==> config.mk <==
export PLATFORM = sky130hd
export DESIGN_NAME = peripherals_io
export DESIGN_NICKNAME = d
export VERILOG_FILES = /design/src/rtl/peripherals_io.sv
export SDC_FILE = /design/constraint.sdc
export NUM_CORES = 1
export LEC_CHECK = 0
export ABC_AREA = 1
export CAP_MARGIN = 20
export CORE_MARGIN = 10
export CORE_UTILIZATION = 50
export DETAILED_ROUTE_END_ITERATION = 8
export GPL_TIMING_DRIVEN = 0
export PLACE_DENSITY_LB_ADDON = 0.15
export SYNTH_ARGS = -nofsm -noshare
export SYNTH_HDL_FRONTEND = slang
export SYNTH_SLANG_ARGS = --single-unit
==> constraint.sdc <==
create_clock -name clk -period 2.7 [get_ports clk]
set_input_delay 0.54 -clock clk [delete_from_list [all_inputs] [get_ports clk]]
set_output_delay 0.54 -clock clk [all_outputs]
set_load 0.02 [all_outputs]
==> src/rtl/peripherals_io.sv <==
// Memory-mapped board I/O block: synchronized switch/button/pin inputs,
// LED and output-pin registers, and a multiplexed 4-digit seven-segment
// display with per-digit decimal points and enables.
module peripherals_io #(
  parameter int REFRESH_BITS = 18
) (
  input  logic        clk,
  input  logic        rst_n,
  input  logic [4:0]  A,
  input  logic [31:0] WD,
  input  logic        WE,
  output logic [31:0] RD,
  input  logic [15:0] sw,
  input  logic [4:0]  btn,
  input  logic [3:0]  ipin,
  output logic [15:0] led,
  output logic [3:0]  opin,
  output logic [6:0]  hex,
  output logic        hex_dot,
  output logic [3:0]  hex_sel
);

  // Word offsets decoded from A[4:2]
  localparam logic [2:0] REG_SW     = 3'd0;
  localparam logic [2:0] REG_BTN    = 3'd1;
  localparam logic [2:0] REG_IPIN   = 3'd2;
  localparam logic [2:0] REG_LED    = 3'd3;
  localparam logic [2:0] REG_OPIN   = 3'd4;
  localparam logic [2:0] REG_HEXVAL = 3'd5;
  localparam logic [2:0] REG_HEXDOT = 3'd6;
  localparam logic [2:0] REG_HEXEN  = 3'd7;

  logic [2:0] reg_sel;
  assign reg_sel = A[4:2];

  // Byte-lane bits of the address and the high write-data bits carry no meaning here
  logic unused_bits;
  assign unused_bits = &{1'b0, A[1:0], WD[31:16]};

  // ---------------------------------------------------------------------
  // Input synchronizers (two flops each)
  // ---------------------------------------------------------------------
  logic [15:0] sw_meta_reg,   sw_sync_reg;
  logic [4:0]  btn_meta_reg,  btn_sync_reg;
  logic [3:0]  ipin_meta_reg, ipin_sync_reg;

  // Two-stage capture of the asynchronous board inputs
  always_ff @(posedge clk or negedge rst_n) begin
    if (!rst_n) begin
      sw_meta_reg   <= '0;
      sw_sync_reg   <= '0;
      btn_meta_reg  <= '0;
      btn_sync_reg  <= '0;
      ipin_meta_reg <= '0;
      ipin_sync_reg <= '0;
    end else begin
      sw_meta_reg   <= sw;
      sw_sync_reg   <= sw_meta_reg;
      btn_meta_reg  <= btn;
      btn_sync_reg  <= btn_meta_reg;
      ipin_meta_reg <= ipin;
      ipin_sync_reg <= ipin_meta_reg;
    end
  end

  // ---------------------------------------------------------------------
  // Writable registers
  // ---------------------------------------------------------------------
  logic [15:0] led_reg;
  logic [3:0]  opin_reg;
  logic [15:0] hexval_reg;
  logic [3:0]  hexdot_reg;
  logic [3:0]  hexen_reg;

  // Register writes; offsets 0x00-0x08 are read-only and fall through
  always_ff @(posedge clk or negedge rst_n) begin
    if (!rst_n) begin
      led_reg    <= '0;
      opin_reg   <= '0;
      hexval_reg <= '0;
      hexdot_reg <= '0;
      hexen_reg  <= 4'hF;
    end else if (WE) begin
      case (reg_sel)
        REG_LED:    led_reg    <= WD[15:0];
        REG_OPIN:   opin_reg   <= WD[3:0];
        REG_HEXVAL: hexval_reg <= WD[15:0];
        REG_HEXDOT: hexdot_reg <= WD[3:0];
        REG_HEXEN:  hexen_reg  <= WD[3:0];
        default:    ;
      endcase
    end
  end

  assign led  = led_reg;
  assign opin = opin_reg;

  // Combinational read mux, zero-extended
  always_comb begin
    RD = '0;
    case (reg_sel)
      REG_SW:     RD = {16'b0, sw_sync_reg};
      REG_BTN:    RD = {27'b0, btn_sync_reg};
      REG_IPIN:   RD = {28'b0, ipin_sync_reg};
      REG_LED:    RD = {16'b0, led_reg};
      REG_OPIN:   RD = {28'b0, opin_reg};
      REG_HEXVAL: RD = {16'b0, hexval_reg};
      REG_HEXDOT: RD = {28'b0, hexdot_reg};
      REG_HEXEN:  RD = {28'b0, hexen_reg};
      default:    RD = '0;
    endcase
  end

  // ---------------------------------------------------------------------
  // Display multiplexing
  // ---------------------------------------------------------------------
  logic [REFRESH_BITS-1:0] refresh_reg;
  logic [1:0]              digit;

  assign digit = refresh_reg[REFRESH_BITS-1 -: 2];

  // Free-running refresh counter; its top two bits pick the active digit
  always_ff @(posedge clk or negedge rst_n) begin
    if (!rst_n) refresh_reg <= '0;
    else        refresh_reg <= refresh_reg + 1'b1;
  end

  // Split HEXVAL into its four nibbles
  logic [3:0] digit_nibble [4];
  generate
    for (genvar gi = 0; gi < 4; gi++) begin : g_nibble
      assign digit_nibble[gi] = hexval_reg[4*gi +: 4];
    end
  endgenerate

  // Active-low glyph in {g,f,e,d,c,b,a} order
  function automatic logic [6:0] glyph(input logic [3:0] v);
    case (v)
      4'h0: glyph = 7'h40;
      4'h1: glyph = 7'h79;
      4'h2: glyph = 7'h24;
      4'h3: glyph = 7'h30;
      4'h4: glyph = 7'h19;
      4'h5: glyph = 7'h12;
      4'h6: glyph = 7'h02;
      4'h7: glyph = 7'h78;
      4'h8: glyph = 7'h00;
      4'h9: glyph = 7'h10;
      4'hA: glyph = 7'h08;
      4'hB: glyph = 7'h03;
      4'hC: glyph = 7'h46;
      4'hD: glyph = 7'h21;
      4'hE: glyph = 7'h06;
      default: glyph = 7'h0E;
    endcase
  endfunction

  logic [6:0] hex_next;
  logic [3:0] hex_sel_next;
  logic       hex_dot_next;

  // Next display pattern for the currently selected digit
  always_comb begin
    hex_next     = glyph(digit_nibble[digit]);
    hex_dot_next = ~hexdot_reg[digit];
    hex_sel_next = 4'b1111;
    if (hexen_reg[digit]) hex_sel_next = ~(4'b0001 << digit);
  end

  logic [6:0] hex_reg;
  logic [3:0] hex_sel_reg;
  logic       hex_dot_reg;

  // Registered display outputs: one cycle behind the counter/registers, glitch-free pins
  always_ff @(posedge clk or negedge rst_n) begin
    if (!rst_n) begin
      hex_reg     <= 7'h40;
      hex_sel_reg <= 4'b1110;
      hex_dot_reg <= 1'b1;
    end else begin
      hex_reg     <= hex_next;
      hex_sel_reg <= hex_sel_next;
      hex_dot_reg <= hex_dot_next;
    end
  end

  assign hex     = hex_reg;
  assign hex_sel = hex_sel_reg;
  assign hex_dot = hex_dot_reg;

endmodule

* Word-level counts from Yosys, hierarchy flattened *
Memories as Yosys holds them, arrays and structs flattened. A register that Yosys moved wholly into a read port is not among the register bits.
Cells that the tools add are included.

storage, ports and cells
  register bits = 117
  latch bits = 0
  RAM bits = 0
  ROM bits = 112
  input port bits = 65
  output and inout bits = 64
  word-level logic and storage cells = 45
  memories = 1

operators by class
  $add $sub $neg = 1
  multipliers = 0
  div/mod/pow operators = 0
  $lt $le $gt $ge = 2
  eq/ne operators = 7
  shifts and indexed selects = 1
  mux-type cells = 9
  bitwise gates (word level) = 3
  reductions and logical operators = 7

memory list
  name             depth  width  rd ports  clocked after memory_dff  write ports  RTL line  source
  (no name shown)  16     7      1         1                         0            138       case (v)

operators with widths
  kind                                                 number
  one-hot mux 32 bit (8 select lines)                  1
  adder 18 x 1 -> 18 bit (second input constant)       1
  == test 3 bit (second input constant)                4
  two-way mux 4 bit                                    3
  AND reduction 2 bit                                  5
  binary-select mux 4 bit (select 2 bit)               1
  == test 3 x 2 -> 1 bit (second input constant)       2
  binary-select mux 1 bit (select 2 bit)               2
  NOT 4 bit                                            1
  << shifter 1 x 2 -> 4 bit (first input constant)     1
  == test 3 x 1 -> 1 bit (second input constant)       1
  >= comparator 3 bit (second input constant)          1
  zero test 3 bit                                      1
  < comparator 2 x 3 -> 1 bit (second input constant)  1
  NOT 2 -> 3 bit                                       1
  two-way mux 1 bit                                    2
  zero test 1 bit                                      1
  NOT 1 bit                                            1

* Longest topological paths before layout *
Gate-level depths: netlist of run 1.

  depth in word-level cells = 4
  mapped depth = 11
  mapped depth without buffers = 10

* Worst setup path before layout of run 1 *
Ideal clock, no wire load.

  path kind = input -> output
  start point = in A[2]
  end point = out RD[10]
  data arrival time = 1.402 ns
  data required time = 2.160 ns
  setup slack = 0.758 ns
  stages = 5
  buffers on the path = 2
  cell sequence = buf_4 > nor3_4 > buf_2 > nand2_1 > nand3_1

on the way
  cells in the longest elaborated chain, start to end = 2
  elaborated cells between the ends (all ways) = 9
  classes of those cells = eq/ne (7); mux (1); reduce/logical (1)

ends and longest elaborated chain
  what                                     RTL line  source
  from (decl)                              9         input logic [4:0] A,
  == test 3 bit (tied with other cells)    101       case (reg_sel)
  one-hot mux 32 bit (8 select lines) (*)  101
  to (decl)                                12        output logic [31:0] RD,

Every way passes the cells marked *; elsewhere a longest branch is shown, timed or not. The select of a mux whose other input is x is not followed.

* Final worst setup path of run 1 *
  start point = in A[3]
  end point = out RD[0]

Same word-level chain as after synthesis.

==> run summary, run 1 <==
outcome: finished clean
Buffers & Inverters on Critical Path: 4
Sink Count: 124
initial drt markers: 261
Die Y: 124.2 um
Placed Instances: 817
DRC: 0
CP Class: primary input to output port
max-slew violations: 0
nets: 776
hold_ws: 0.3459 ns
CP startpoint kind: primary input
setup TNS: 0 ns
Worst Path Required: 2.16 ns
CTS Buf Count: 17
Max-Cap Viols: 0
reg2reg start: refresh_reg[17]
Hold WC Path Type: flip-flop to flip-flop
synthesized area: 0.005430 mm2
core region area: 0.01046 mm2
fillers: 854
Clk Latency, worst-skew pair: 0.52 ns
most frequent CP cell: nand2_1
share of layout cells above drive strength 1: 17.99%
Antenna diodes: 0
Final Hold Viols: 0
vias in the first global route: 4251
top cells by area, synth: dfrtp_1, nand2_1, dfstp_2
Leak Pwr: 3.504 nW
TritonCTS clock tree: yes
max reg flops: 18
Total Routing Usage GR: 16.68%
Final Non-Filler Cells: 853
cell accounting for the most synthesized area: dfrtp_1
routed wire length per instance: 14.90 um
CTS max path bufs: 2
ys flop type: dfrtp_1
CTS H-tree depth: 4
row count: 37
r2r setup slk: 0.95 ns
via count: 4126
Max-Slew Margin vs Limit: 61.81%
worst-path maximum fanout: 8
maximum VDD drop: 511.1 uV
Synth Warn #: 0
P&R area growth vs syn: 32.40%
crit path max-delay cell type: clkdlybuf4s50_1
fin crit share: 96.82%
EDFF count, synth: 0
mean post-synth cell area: 9.493 um2
unrepaired setup endpoints after global routing: false
die width: 124.2 um
Crit path max-delay family: buffers and inverters
Routability Congestion: 0.8680
aggregate routed wire length: 12.71 mm
vias per cell: 4.837
clk slew on worst S/H paths: 0.06 ns
final core utilization: 68.72%
CP startpoint: A[3]
sequential area share after synthesis: 57.35%
die area: 0.01543 mm2
Worst-Margin Slew: 0.5711 ns
Post-Syn Instances: 572
post-synth cell types: 31
Initial Utilization: 51.90%
Place WS: -0.4290 ns
count leader, synth: nand2_1
crit path DAT: 2.07 ns
Yosys reg bits: 124
first drt pass iteration count: 5
Root Driver: clkbuf_8
largest net degree at the start of global routing: 83
pwr/cell area: 738.0 mW/mm2
Ports: 129
Post-synth ARST share: 100.0%
initial antenna violation count: 0
Antenna Nets Post-Route: 0
Post-DP HPWL: 9.467 mm
Highest Clock Rate: 382.5 MHz
slowest cell delay on critical path: 0.51 ns
total global routing overflow: 0
crit end category: output port
Final WS setup: 0.08587 ns
Hold Startpoint: sw_meta_reg[13]
first-pass GRT wire length: 20.99 mm
# setup viols final: 0
Synth top cells by count: nand2_1, dfrtp_1, inv_1
crit path time final: 2.614 ns
port buffer count: 93
share of the synthesized area in the top cell type: 53.00%
clock skew: 0.008972 ns
crit-path cells: clkdlybuf4s50_1 -> inv_2 -> nand3_2 -> clkinv_2 -> nand2_1 -> nand2_1 -> nor2_1 -> nand3_1 -> dlygate4sd2_1
==> per-layer routing <==
layer,track usage (%),wire (um),up-vias
met2,26.88,6209,106
met5,0,0,-
li1,-,-,2042
met1,19.38,5382,1965
met4,6.680,175,0
met3,6.712,940,13
==> logic make-up (layout without fill, tap and decap cells) <==
family                     count (synthesis)  after routing  share of synthesized area (%)
AOI/OAI and AO/OA                         52             52                          6.083
xor gates and xnor gates                  13             13                          2.097
adders and majority gates                  7              7                          1.613
buffers and inverters                     83            213                          8.456
DFF                                      124            124                          57.35
other                                      1             16                        0.06906
and+or+nand+nor                          292            292                          24.33
==> worst paths after layout <==
kind | to | cells after the start
worst max-delay path | RD[0] | 9
worst min-delay path | sw_sync_reg[13] | 0
worst max register to register | hex[3] | 10
worst min register to register | sw_sync_reg[13] | 0
max in group asynchronous | hex[6] | 3
min in group asynchronous | hex_sel[0] | 2
==> what timing repair did <==
item	in CTS	in global routing
setup buffers	1	2
resized for setup	37	11
setup endpoints to repair	16	12
hold buffers	1	0
pin swaps	2	0
endpoints found under the hold margin	38	0
==> cell type report <==
type,instances,area [um2],area share (%)
clock inverter,13,131.4,1.827
inverter,52,196.4,2.732
timing repair buffer,98,950.9,13.23
buffer,31,269.0,3.742
sequential,124,3114,43.32
tap,136,170.2,2.367
clock buffer,19,431.7,6.004
multi-input combinational,380,1926,26.78
==> cells in the final DEF, fill, tap and decap left out, drive strengths merged <==
cell | synthesis | final
a22oi | 2 | 2
buf | 31 | 38
bufinv | 0 | 1
clkbuf | 0 | 25
clkdlybuf4s15 | 0 | 5
clkdlybuf4s50 | 0 | 75
clkinv | 1 | 5
clkinvlp | 0 | 2
conb | 1 | 16
dfrtp | 115 | 115
dfstp | 9 | 9
dlygate4sd2 | 0 | 4
dlygate4sd3 | 0 | 1
ha | 7 | 7
inv | 51 | 57
nand2 | 198 | 198
nand3 | 46 | 46
nand4 | 9 | 9
nor2 | 32 | 32
nor3 | 7 | 7
o21ai | 46 | 46
o22ai | 4 | 4
xnor2 | 5 | 5
xor2 | 8 | 8
==> power by group <==
group	switching [mW]	internal [mW]	total (mW)	leakage (nW)
clock	0.861	1.27	2.13	0.272
sequential	0.136	2.07	2.21	1.50
combinational	0.552	0.421	0.972	1.73
==> through the flow <==
stage,total power [mW],area [um2]
after detailed placement,3.230,6616
after floorplan,2.744,5487
final,5.306,7189
after global placement,3.200,6588
after global routing,5.565,7189
after CTS,5.359,7211
(Power assumes the default switching activity.)
==> run 2: changes to the inputs <==
clock period = 2.52 ns   (was 2.7 ns; I/O delays follow)
==> run 2 against run 1 <==
Flip-flop and latch count stayed put. Sequential share of layout area is 0.12 points higher. Register-to-register slack worse by 0.18 ns. Die area stayed put. Sequential power is 7% higher. Global-route usage is 0.11 points higher. Clock power is 8% higher. First-iteration DRC count is 15% lower. Via count is 0.32% higher. Combinational power is 7% higher. Critical endpoint is now RD[15]. Largest power group unchanged.
==> run summary, run 2 (synthesis results as in run 1) <==
outcome: finished clean
CTS H-tree depth: 4 (unchanged)
Antenna Nets Post-Route: 0 (unchanged)
row count: 37 (unchanged)
Final Hold Viols: 0 (unchanged)
vias in the first global route: 4279 (+0.66%)
Max-Slew Margin vs Limit: 63.03% (+1.2 points)
first drt pass iteration count: 5 (unchanged)
DRC: 0 (unchanged)
Routability Congestion: 0.8680 (unchanged)
R2R Path End: hex[3]
Total Routing Usage GR: 16.79% (+0.11 points)
fin crit share: 94.99%
Highest Clock Rate: 417.8 MHz
P&R area growth vs syn: 32.03%
Hold Crit Depth: 0 (unchanged)
Ports: 129 (unchanged)
most frequent CP cell: buf_6
CP startpoint kind: primary input
share of layout cells above drive strength 1: 18.80% (+0.81 points)
most used cells in the layout excluding fill and tap cells: nand2_1, dfrtp_1, clkdlybuf4s50_1
cells on worst reg2reg path: 10 (unchanged)
total global routing overflow: 0 (unchanged)
pwr/cell area: 793.6 mW/mm2 (+7.5%)
P_sw: 1.668 mW (+7.7%)
clock skew: 0.008075 ns (-0.0008969 ns)
crit path time final: 2.394 ns
Leak Pwr: 3.505 nW (about the same)
routed wire length per instance: 15.06 um (+1.1%)
sequential fraction of design power: 41.6% (about the same)
Hold Path End: ipin_sync_reg[1]
die area: 0.01543 mm2 (unchanged)
crit path DAT: 1.89 ns (-0.18 ns)
unrepaired setup endpoints after global routing: true
core region area: 0.01046 mm2 (unchanged)
CTS Buf Count: 17 (unchanged)
Final WS setup: 0.1262 ns (+0.04038 ns)
Sink Count: 124 (unchanged)
reg2reg start: refresh_reg[17]
Root Driver: clkbuf_8
CTS max path bufs: 2 (unchanged)
Antenna diodes: 0 (unchanged)
via count: 4139 (+0.32%)
fillers: 855 (+0.12%)
max reg flops: 18 (unchanged)
nets: 777 (+0.13%)
max-slew violations: 0 (unchanged)
Post-DP HPWL: 9.467 mm (unchanged)
die width: 124.2 um (unchanged)
aggregate routed wire length: 12.86 mm (+1.2%)
crit-path cells: clkdlybuf4s50_1 -> buf_6 -> nand3_4 -> inv_4 -> buf_6 -> nand2_1 -> nand3_1 -> buf_2
Clk Latency, worst-skew pair: 0.53 ns (about the same)
maximum VDD drop: 553.4 uV (+8.3%)
vias per cell: 4.847 (+0.20%)
Max-Cap Viols: 0 (unchanged)
crit path max-delay cell type: clkdlybuf4s50_1
clk slew on worst S/H paths: 0.06 ns (about the same)
worst-path maximum fanout: 10 (+2)
commonest non-fill, non-tap cell in the layout: nand2_1
Place WS: -0.5370 ns (-0.1080 ns)
crit end category: output port
Worst Path Required: 2.02 ns (-0.14 ns)
Crit path max-delay family: buffers and inverters
Sw Ratio: 29.31% (+0.14 points)
Hold Startpoint: ipin_meta_reg[1]
Die Y: 124.2 um (unchanged)
CP Class: primary input to output port
r2r setup slk: 0.77 ns (-0.18 ns)
power share of the combinational group: 18.2% (about the same)
initial antenna violation count: 0 (unchanged)
Worst-Margin Slew: 0.5529 ns (-0.01824 ns)
P_int: 4.022 mW (+7.0%)
final core utilization: 68.52% (-0.19 points)
port buffer count: 93 (unchanged)
# setup viols final: 0 (unchanged)
initial drt markers: 222 (-15%)
slowest cell delay on critical path: 0.51 ns (about the same)
largest net degree at the start of global routing: 83 (unchanged)
Tot Pwr: 5.690 mW (+7.2%)
CP startpoint: A[3]
Hold WC Path Type: flip-flop to flip-flop
Clk pwr share: 40.2% (about the same)
first-pass GRT wire length: 21.13 mm (+0.69%)
TritonCTS clock tree: yes
Initial Utilization: 51.90% (unchanged)
Buffers & Inverters on Critical Path: 5 (+1)
run 2: cell count changes in the layout (fill, tap and decap cells not counted):
cell             delta
buf_2               +8
dlygate4sd2_1       -4
clkdlybuf4s15_2     -3
buf_4               +2
clkbuf_2            -2
clkbuf_4            +1
clkdlybuf4s15_1     -1
clkinv_2            -1
clkinv_4            +1
inv_2               -1
inv_4               +1
run 2: final cells by class:
| type | count | area (um2) | area share [%] |
|---|---|---|---|
| plain buffers | 31 | 274.0 | 3.822 |
| clock buffers | 19 | 431.7 | 6.021 |
| clock inverters | 13 | 131.4 | 1.832 |
| inverters | 52 | 202.7 | 2.827 |
| multi-input cells | 380 | 1926 | 26.86 |
| flip-flops and latches | 124 | 3114 | 43.44 |
| well taps | 136 | 170.2 | 2.373 |
| repair buffers | 99 | 919.6 | 12.83 |
run 2: routing by layer:
metal | GRT usage [%] | up-vias | routed length, um
met3 | 6.712 | 15 | 945
met5 | 0 | - | 0
met2 | 27.31 | 109 | 6306
li1 | - | 2042 | -
met1 | 19.46 | 1973 | 5438
met4 | 6.339 | 0 | 170
run 2: worst max-delay path by stage:
stage	slack [ns]	cells after the start	end
floorplan	0.65	5	RD[10]
global placement	-3.70	1	sw_meta_reg[7]
detailed placement	-0.54	7	RD[10]
CTS	0.002	7	RD[5]
global route	-0.02	8	RD[3]
finish	0.13	8	RD[15]
run 2: metrics by stage:
stage | TNS [ns] | std cells | hold slack, ns | instance area [um2]
5_1_grt | -0.01912 | 854 | 0.3505 | 7169
2_1_floorplan | 0 | 587 | 0.2084 | 5487
3_3_place_gp | -452.31 | 816 | 0.3314 | 6588
3_5_place_dp | -7.666 | 817 | 0.3347 | 6616
4_1_cts | 0 | 853 | 0.3402 | 7252
6_report | 0 | 854 | 0.3460 | 7169
run 2: power groups by stage:
stage               combinational, mW  clock (mW)  sequential, mW
CTS                              1.07        2.32            2.36
global route                     1.15        2.42            2.39
finish                           1.04        2.29            2.37
global placement                 1.04           0            2.39
detailed placement               1.06           0            2.40
floorplan                       0.454           0            2.49
run 2: what timing repair did:
item                       CTS  global route
setup buffers                3             1
pin swaps                    2             1
setup endpoints to repair   16            15
gates resized for setup     52            19
cloned                       0             0
hold buffers                 1             0
hold endpoints to repair    38             0
run 2: worst reg2reg max path, delay by kind of cell, from the launching register on:
kind                       cells  cell delay [ns]
and+or+nand+nor                7             0.62
DFF                            1             0.44
buffers and inverters          2             0.33
adders and majority gates      1             0.25
